$ cat src/rtl/game_pkg.sv
// Shared maze constants: grid bounds, coordinate widths, direction codes and
// the move scheduler state encoding.
package game_pkg;

    localparam int GRID_X_MAX = 26;
    localparam int GRID_Y_MAX = 23;
    localparam int X_W        = 8;
    localparam int Y_W        = 7;
    localparam int DIR_W      = 3;

    localparam logic [DIR_W-1:0] DIR_RIGHT = 3'b000;
    localparam logic [DIR_W-1:0] DIR_UP    = 3'b001;
    localparam logic [DIR_W-1:0] DIR_LEFT  = 3'b010;
    localparam logic [DIR_W-1:0] DIR_DOWN  = 3'b011;
    localparam logic [DIR_W-1:0] DIR_WAIT  = 3'b100;

    typedef enum logic [1:0] {
        S_IDLE  = 2'd0,
        S_ISSUE = 2'd1,
        S_CHECK = 2'd2,
        S_DONE  = 2'd3
    } sched_state_t;

endpackage

$ cat src/rtl/step_calc.sv
// Combinational next-cell calculator with tunnel wrap on both axes.
// Unknown direction codes behave as WAIT and return the current cell.
module step_calc
    import game_pkg::*;
#(
    parameter int X_MAX = GRID_X_MAX,
    parameter int Y_MAX = GRID_Y_MAX
) (
    input  logic [X_W-1:0]   x,
    input  logic [Y_W-1:0]   y,
    input  logic [DIR_W-1:0] dir,
    output logic [X_W-1:0]   nx,
    output logic [Y_W-1:0]   ny
);

    localparam logic [X_W-1:0] XM = X_W'(X_MAX);
    localparam logic [Y_W-1:0] YM = Y_W'(Y_MAX);

    always_comb begin
        nx = x;
        ny = y;
        case (dir)
            DIR_RIGHT: nx = (x == XM) ? '0 : x + X_W'(1);
            DIR_LEFT:  nx = (x == '0) ? XM : x - X_W'(1);
            DIR_UP:    ny = (y == '0) ? YM : y - Y_W'(1);
            DIR_DOWN:  ny = (y == YM) ? '0 : y + Y_W'(1);
            default:   ;
        endcase
    end

endmodule

$ cat src/rtl/move_scheduler.sv
// Per-tick movement sequencer: walks every entity through one shared map
// lookup port, commits non-wall moves and flags Pacman/ghost collisions.
module move_scheduler
    import game_pkg::*;
#(
    parameter int N_ENT = 5,
    parameter int X_MAX = GRID_X_MAX,
    parameter int Y_MAX = GRID_Y_MAX
) (
    input  logic                     clk,
    input  logic                     reset_n,
    input  logic                     tick,
    input  logic [DIR_W*N_ENT-1:0]   dir_in,
    input  logic [X_W*N_ENT-1:0]     reset_x,
    input  logic [Y_W*N_ENT-1:0]     reset_y,
    output logic [X_W-1:0]           map_x,
    output logic [Y_W-1:0]           map_y,
    input  logic                     map_wall,
    output logic [X_W*N_ENT-1:0]     x_out,
    output logic [Y_W*N_ENT-1:0]     y_out,
    output logic                     busy,
    output logic                     done,
    output logic                     collide,
    output logic                     overrun,
    output logic [1:0]               state_dbg
);

    localparam int IW = (N_ENT > 1) ? $clog2(N_ENT) : 1;
    localparam logic [IW-1:0] LAST_IDX = IW'(N_ENT - 1);

    sched_state_t state, next_state;

    logic [IW-1:0]                   idx;
    logic [N_ENT-1:0][DIR_W-1:0]     dir_q;
    logic [N_ENT-1:0][X_W-1:0]       pos_x;
    logic [N_ENT-1:0][Y_W-1:0]       pos_y;

    logic                            is_last;
    logic                            accept;
    logic                            load_calc;
    logic [IW-1:0]                   calc_idx;
    logic [DIR_W-1:0]                calc_dir;
    logic [X_W-1:0]                  calc_nx;
    logic [Y_W-1:0]                  calc_ny;
    logic                            hit;

    // Handshake: tick is a request and busy is its inverted ready. A tick
    // with busy=0 is accepted that cycle; with busy=1 it is dropped and
    // recorded in the sticky overrun flag.
    assign accept    = (state == S_IDLE) && tick;
    assign is_last   = (idx == LAST_IDX);
    assign load_calc = accept || ((state == S_CHECK) && !is_last);

    // The lookup address is registered on entry to ISSUE, so the address
    // mux points at the entity about to be issued, not the current one.
    always_comb begin
        calc_idx = '0;
        calc_dir = dir_in[DIR_W-1:0];
        if (state == S_CHECK) begin
            calc_idx = is_last ? '0 : idx + IW'(1);
            calc_dir = dir_q[calc_idx];
        end
    end

    step_calc #(
        .X_MAX (X_MAX),
        .Y_MAX (Y_MAX)
    ) u_step (
        .x   (pos_x[calc_idx]),
        .y   (pos_y[calc_idx]),
        .dir (calc_dir),
        .nx  (calc_nx),
        .ny  (calc_ny)
    );

    always_ff @(posedge clk) begin
        if (!reset_n) begin
            state <= S_IDLE;
        end else begin
            state <= next_state;
        end
    end

    always_comb begin
        next_state = state;
        busy       = 1'b1;
        done       = 1'b0;
        case (state)
            S_IDLE: begin
                busy = 1'b0;
                if (tick) next_state = S_ISSUE;
            end
            S_ISSUE: next_state = S_CHECK;
            S_CHECK: next_state = is_last ? S_DONE : S_ISSUE;
            S_DONE: begin
                done       = 1'b1;
                next_state = S_IDLE;
            end
            default: next_state = S_IDLE;
        endcase
    end

    always_ff @(posedge clk) begin
        if (!reset_n) begin
            pos_x   <= reset_x;
            pos_y   <= reset_y;
            map_x   <= '0;
            map_y   <= '0;
            idx     <= '0;
            dir_q   <= '0;
            overrun <= 1'b0;
        end else begin
            if (tick && (state != S_IDLE)) overrun <= 1'b1;
            if (accept) begin
                dir_q <= dir_in;
                idx   <= '0;
            end
            if (load_calc) begin
                map_x <= calc_nx;
                map_y <= calc_ny;
            end
            // map_x/map_y still hold the target cell for this entity.
            if (state == S_CHECK) begin
                if (!map_wall) begin
                    pos_x[idx] <= map_x;
                    pos_y[idx] <= map_y;
                end
                if (!is_last) idx <= idx + IW'(1);
            end
        end
    end

    always_comb begin
        hit = 1'b0;
        for (int g = 1; g < N_ENT; g++) begin
            if ((pos_x[g] == pos_x[0]) && (pos_y[g] == pos_y[0])) hit = 1'b1;
        end
    end

    assign collide   = (state == S_DONE) && hit;
    assign x_out     = pos_x;
    assign y_out     = pos_y;
    assign state_dbg = state;

endmodule

$ cat config.mk
export PLATFORM = sky130hd
export DESIGN_NAME = move_scheduler
export DESIGN_NICKNAME = d
export VERILOG_FILES = /design/src/rtl/game_pkg.sv /design/src/rtl/step_calc.sv /design/src/rtl/move_scheduler.sv
export SDC_FILE = /design/constraint.sdc
export NUM_CORES = 1
export LEC_CHECK = 0
export CAP_MARGIN = 20
export CORE_MARGIN = 2
export CORE_UTILIZATION = 50
export DETAILED_ROUTE_END_ITERATION = 7
export GPL_TIMING_DRIVEN = 0
export MAX_ROUTING_LAYER = met4
export PLACE_DENSITY = 0.9
export SYNTH_ARGS = -nofsm -noshare
export SYNTH_HDL_FRONTEND = slang
export SYNTH_SLANG_ARGS = --single-unit
$ cat constraint.sdc
create_clock -name clk -period 5.2 [get_ports clk]
set_input_delay 1.04 -clock clk [delete_from_list [all_inputs] [get_ports clk]]
set_output_delay 1.04 -clock clk [all_outputs]
set_load 0.02 [all_outputs]
Word level (Yosys, flattened, before mapping)
Index checks and enable logic that the tools add are counted.

Register bits: 111. Bits in latches: 0. Memory bits (writable): 0. Bits in read-only memories: 0. Input bits: 94. Memories: 0.

$add $sub $neg: 5. $mul: 0. Divide/modulo/power cells: 0. $lt $le $gt $ge: 4. Eq/ne operators: 20. Shift-type cells: 0. Mux-type cells: 39. Bitwise logic cells: 0. Reduce and logical (&&, ||, !) cells: 17.

Operators with widths (count): 40-bit two-way mux (3); 35-bit two-way mux (3); 40-bit bitwise mux (1); 35-bit bitwise mux (1); 8-bit equality test (4); 8-bit two-way mux (4); 7-bit equality test (4); 7-bit two-way mux (4); 8-bit binary-select mux with 3-bit select (1); 8-bit demux with 3-bit select (1); 7-bit binary-select mux with 3-bit select (1); 7-bit demux with 3-bit select (1); 3-bit two-way mux (7); 8-bit case mux with 2 select lines (1); 7-bit case mux with 2 select lines (1); 3-bit by 4-bit < comparator with 1-bit output, second input constant (3); 3-bit binary-select mux with 3-bit select (1); 1-bit logical AND (9); 8-bit by 1-bit adder with 8-bit output, second input constant (1); 8-bit by 5-bit equality test with 1-bit output, second input constant (1); 8-bit logical NOT (1); 2-bit case mux with 4 select lines (1); 8-bit by 1-bit subtractor with 8-bit output, second input constant (1); 7-bit by 1-bit adder with 7-bit output, second input constant (1); 20 further kinds (29).

Depth between registers and ports, before layout
Depth in word-level cells: 8. Mapped depth: 16.

By module
Synthesis repeated with hierarchy kept, for this count alone.

Cells, all modules: 729. Area total of the unflattened synthesis: 6889.1 um^2.

By module, submodules not included: move_scheduler (times used 1, cells each 597, area an instance 5945.7 um^2, sequential area each 2972.9 um^2); step_calc (times used 1, cells each 132, area an instance 943.4 um^2, sequential area each 0.0 um^2).

Worst setup path before layout
OpenSTA, ideal clock, no wires.

Kind: register to register. Start point: register idx[0]. End point: register map_y[5]. Library setup time: 0.134 ns. Arrival: 3.402 ns. Path slack: 1.664 ns. Stages on the path, launching flop included: 16. Clock period less this slack: 3.536 ns. Cell sequence: dfxtp_1 buf_2 inv_1 ha_1 buf_4 or3b_4 a2111oi_4 buf_6 nand2_1 a21boi_0 inv_1 ha_1 nor3b_2 a311oi_4 a41oi_1 a31oi_1.

Cells in the longest elaborated chain, start to end: 8. Elaborated cells on any way between the ends: 21. Those cells by class: add/sub: 3; eq/ne: 4; mux: 10; reduce/logical: 4.

RTL lines: from (decl) (line move_scheduler.sv:33) `logic [IW-1:0] idx;`; from (signal assigned) (line move_scheduler.sv:128) `if (!is_last) idx <= idx + IW'(1);`; 3-bit by 1-bit adder with 3-bit output / 3-bit equality test (equally long branches) (line move_scheduler.sv:60, move_scheduler.sv:51); 3-bit two-way mux (line move_scheduler.sv:60) `calc_idx = is_last ? '0 : idx + IW'(1);`; 3-bit two-way mux (line move_scheduler.sv:59) `if (state == S_CHECK) begin`; 7-bit binary-select mux with 3-bit select (line move_scheduler.sv:70) `.y (pos_y[calc_idx]),`; 7-bit two-way mux (not written as such) (line move_scheduler.sv:70); 7-bit by 1-bit adder with 7-bit output (tied with other cells) (line step_calc.sv:26) `DIR_DOWN: ny = (y == YM) ? '0 : y + Y_W'(1);`; 7-bit two-way mux (on tied branches) (line step_calc.sv:26, step_calc.sv:25); 7-bit case mux with 2 select lines (line step_calc.sv:22) `case (dir)`; to (signal assigned) (line move_scheduler.sv:120) `map_y <= calc_ny;`; to (decl) (line move_scheduler.sv:17) `output logic [Y_W-1:0] map_y,`.

Several ways; a longest one is shown, not always the timed one. The select of a mux whose other input is x is not followed. A chain may end at the register's enable or synchronous reset.

Final worst setup path
Start point: register idx[0]. End point: register map_x[7].

Cells in the longest elaborated chain, start to end: 8. Elaborated cells on any way between the ends: 21. Those cells by class: add/sub: 3; eq/ne: 3; mux: 10; reduce/logical: 5.

RTL lines: 3-bit by 1-bit adder with 3-bit output / 3-bit equality test (equally long branches) (line move_scheduler.sv:60, move_scheduler.sv:51); 3-bit two-way mux (line move_scheduler.sv:60); 3-bit two-way mux (line move_scheduler.sv:59); 8-bit binary-select mux with 3-bit select (line move_scheduler.sv:69) `.x (pos_x[calc_idx]),`; 8-bit two-way mux (not written as such) (line move_scheduler.sv:69); 8-bit by 1-bit subtractor with 8-bit output (tied with other cells) (line step_calc.sv:24) `DIR_LEFT: nx = (x == '0) ? XM : x - X_W'(1);`; 8-bit two-way mux (on tied branches) (line step_calc.sv:24, step_calc.sv:23); 8-bit case mux with 2 select lines (line step_calc.sv:22); to (signal assigned) (line move_scheduler.sv:119) `map_x <= calc_nx;`; to (decl) (line move_scheduler.sv:16) `output logic [X_W-1:0] map_x,`.

Several ways; a longest one is shown, not always the timed one. The select of a mux whose other input is x is not followed.

==> flow_metrics.py <==
metrics = {
    "outcome": {
        "status": "finished, final reports clean",
    },
    "timing": {
        "slew_headroom_pct": 37.7,
        "hold_viol_final": 0,
        "finalCriticalPeriod_ps": 4530,
        "finalSetupViolCount": 0,
        "fmaxAchievable_mhz": 221,
        "fin_crit_sh_pct": 87.0,
        "worst_slack_ps": 674,
        "skew_ps": 10.7,
        "slew_violations": 0,
        "tightestPinTransition_ps": 935,
        "fin_setup_tns_ps": 0,
        "rsz0062_at_grt": "no",
    },
    "pwr": {
        "power_density_nw_per_um2": 269,
        "p_leak_nw": 3.58,
        "vdd_ir_drop_max_uv": 186,
    },
    "layout": {
        "fill_cells": 1041,
        "antenna_cells": 0,
        "drive_gt1_share_pct": 5.97,
        "stdcell_area_um2": 9620,
        "num-nets-final": 1101,
        "final-instance-count-excl-fill": 1185,
        "fin_util_pct": 69.1,
        "area_growth_pct": 34.6,
    },
    "worst_setup_path": {
        "crit_chain": "buf_2, inv_1, ha_1, buf_4, or3b_4, a21oi_1, buf_2, a221oi_1, a21oi_2, ha_1, inv_1, a221oi_1, and4_1, nor2_1, o221ai_1, a31oi_1",
        "critPathCaptureType": "flop",
        "path_buf_inv": 5,
        "slowest_stage": "a221oi_1",
        "path_class": "reg2reg",
        "cp_top_family": "compound AO/OA/AOI/OAI gates",
        "required_ps": 5460,
        "cp_max_fo": 10,
        "slowest_delay_ps": 520,
        "crit_path_start_kind": "flop",
        "critPathArrivalTime_ps": 4780,
    },
    "cts": {
        "clk_pin_slew_ps": 80,
        "post-cts-setup-buffers": 0,
        "clockBufferDepth": 2,
        "hold_buffers": 0,
        "clock_sinks": 111,
        "cts_root_buf": "clkbuf_16",
        "cts_tree": "yes",
        "post_cts_resized": 0,
        "cts_made_buffers": 9,
        "h-tree-depth": 3,
        "clk_latency_ps": 370,
    },
    "floorplan": {
        "rows": 43,
        "fp.dieW_um": 124,
        "die-area_um2": 15300,
        "chipHeight_um": 124,
        "start_util_pct": 51.3,
        "fp.coreArea_um2": 13900,
        "io_pins": 190,
    },
    "detailed_routing": {
        "first_pass_iters": 6,
        "vias": 7709,
        "wl_per_cell_um": 24.0,
        "drt_wl_total_um": 28500,
        "drt_iter0_drc": 1051,
        "drtAntennaViolNets": 0,
        "vias_per_cell": 6.51,
        "drc": 0,
    },
    "grt": {
        "grt_max_degree": 19,
        "gr-max-usage-layer": "met2",
        "use_met3_pct": 8.33,
        "grt_pass1_vias": 7326,
        "grt-ovfl-total": 0,
        "antenna_found_initial": 0,
        "use_met2_pct": 59.8,
        "grt_use_met1_pct": 47.5,
        "gr-usage-all-layers_pct": 38.0,
        "grt_pass1_wl_um": 41700,
    },
    "logic_synthesis": {
        "synth_edf_count": 75,
        "synthArstFlopShare_pct": 0,
        "yosysWarnings": 0,
        "synth_common_cells": "83 x inv_1, 77 x nand2_1, 77 x o22ai_1, 75 x edfxtp_1, 48 x clkbuf_1",
        "synthesis.area_um2": 7150,
        "avgSynthCellArea_um2": 8.97,
        "yosys-top-cells-area": "edfxtp_1 32%, dfxtp_1 10%, o22ai_1 6.7%",
        "yosysMostFrequentCell": "inv_1",
        "synthFlopType": "edfxtp_1",
        "ys_ff_latch": 111,
        "ys_types": 70,
        "seq_area_frac_synth_pct": 41.6,
        "postSynthCellCount": 797,
        "synth_top_area_share_pct": 31.5,
        "yosys.area.top_type": "edfxtp_1",
        "syn-num-nets": 898,
    },
    "placement": {
        "dp_slack_ps": 883,
        "gp_congestion": 0.997,
        "port_buffers": 188,
        "dp_cells": 1169,
        "post-dp-hpwl_um": 21300,
        "place_area_um2": 9300,
    },
    "worst_hold_path": {
        "hold_class": "reg2reg",
    },
    "flow_run": {
        "drv_cap": 0,
    },
}
[state kept, by name (all words and copies together), names as in the netlist]
name and cells:
map_y 7, overrun 1, state_dbg 2, dir_q 15, x_out 40, y_out 35, idx 3, map_x 8
[layout by cell type, fill, tap and decap left out, types with 7 or more instances in the layout]
cell type        netlist  layout
edfxtp_1              75      75
nor2_1                13      13
a221oi_1               8       8
inv_1                 83      83
xnor2_1               40      40
xor2_1                23      23
or3_1                  8       8
ha_1                   7       7
o21ai_0               44      39
o22ai_1               77      77
a21oi_1               30      30
dfxtp_1               36      36
a21boi_0              20      20
nand3_1               26      26
a31oi_1               23      23
nor2b_1                7       7
clkbuf_1              48      49
and2_1                10      10
nand4_1               14      14
clkdlybuf4s50_1        0     188
clkbuf_16              0       9
nor4_1                 9       9
buf_2                 12      12
mux2i_1                9       9
nand2_1               77      77
[logic make-up (layout without fill, tap and decap cells)]
family,count (synthesis),in the layout,share of synthesized area (%)
xor+xnor,63,63,7.72
simple gates,197,197,14.4
fa+ha+maj,7,7,1.23
mux,13,13,2.36
compound gates,254,254,24.0
buf+inv,152,360,8.66
flops,111,111,41.6
[per-stage QoR]
| step | power [mW] | hold WS, ps |
|---|---|---|
| after global placement | 1.78 | 448 |
| after global routing | 2.65 | 485 |
| after CTS | 2.56 | 467 |
| after detailed placement | 1.79 | 457 |
| final | 2.59 | 471 |
| after floorplan | 1.47 | 440 |
[worst register-to-register path, delay by kind of cell (launching register included)]
family | cells | cell delay (ps)
AOI/OAI and AO/OA | 6 | 1590
adders and majority gates | 2 | 510
DFF | 1 | 480
and+or+nand+nor | 3 | 850
buffers and inverters | 5 | 980
[power breakdown]
| part | leakage, nW | total, mW | internal (mW) | switching, mW |
|---|---|---|---|---|
| registers | 1.05 | 1.09 | 1.02 | 0.0764 |
| logic | 2.39 | 0.706 | 0.308 | 0.397 |
| clock network | 0.151 | 0.788 | 0.427 | 0.361 |
[final timing paths]
kind	depth (start not counted)	slack [ps]	end	start
worst min-delay path	2	470	dir_q[5]	dir_q[5]
worst min register to register	2	470	dir_q[5]	dir_q[5]
worst max-delay path	16	670	map_x[7]	idx[0]
worst max register to register	16	670	map_x[7]	idx[0]
[layer usage]
metal,up-vias,wire (um),part of all wire [%]
met3,119,3310,12
met2,639,13200,46
met4,0,1220,4.3
met5,-,0,0
li1,3316,-,-
met1,3635,10700,38
[layout make-up]
cell class	count	area, um2	share of cell area (%)
clock inverters	6	92.6	0.962
repair buffers	192	1920	20.0
plain buffers	69	308	3.20
flip-flops and latches	111	2970	30.9
well taps	180	225	2.34
multi-input cells	534	3560	37.0
clock buffers	10	229	2.38
inverters	83	312	3.24
(Power assumes the default switching activity.)
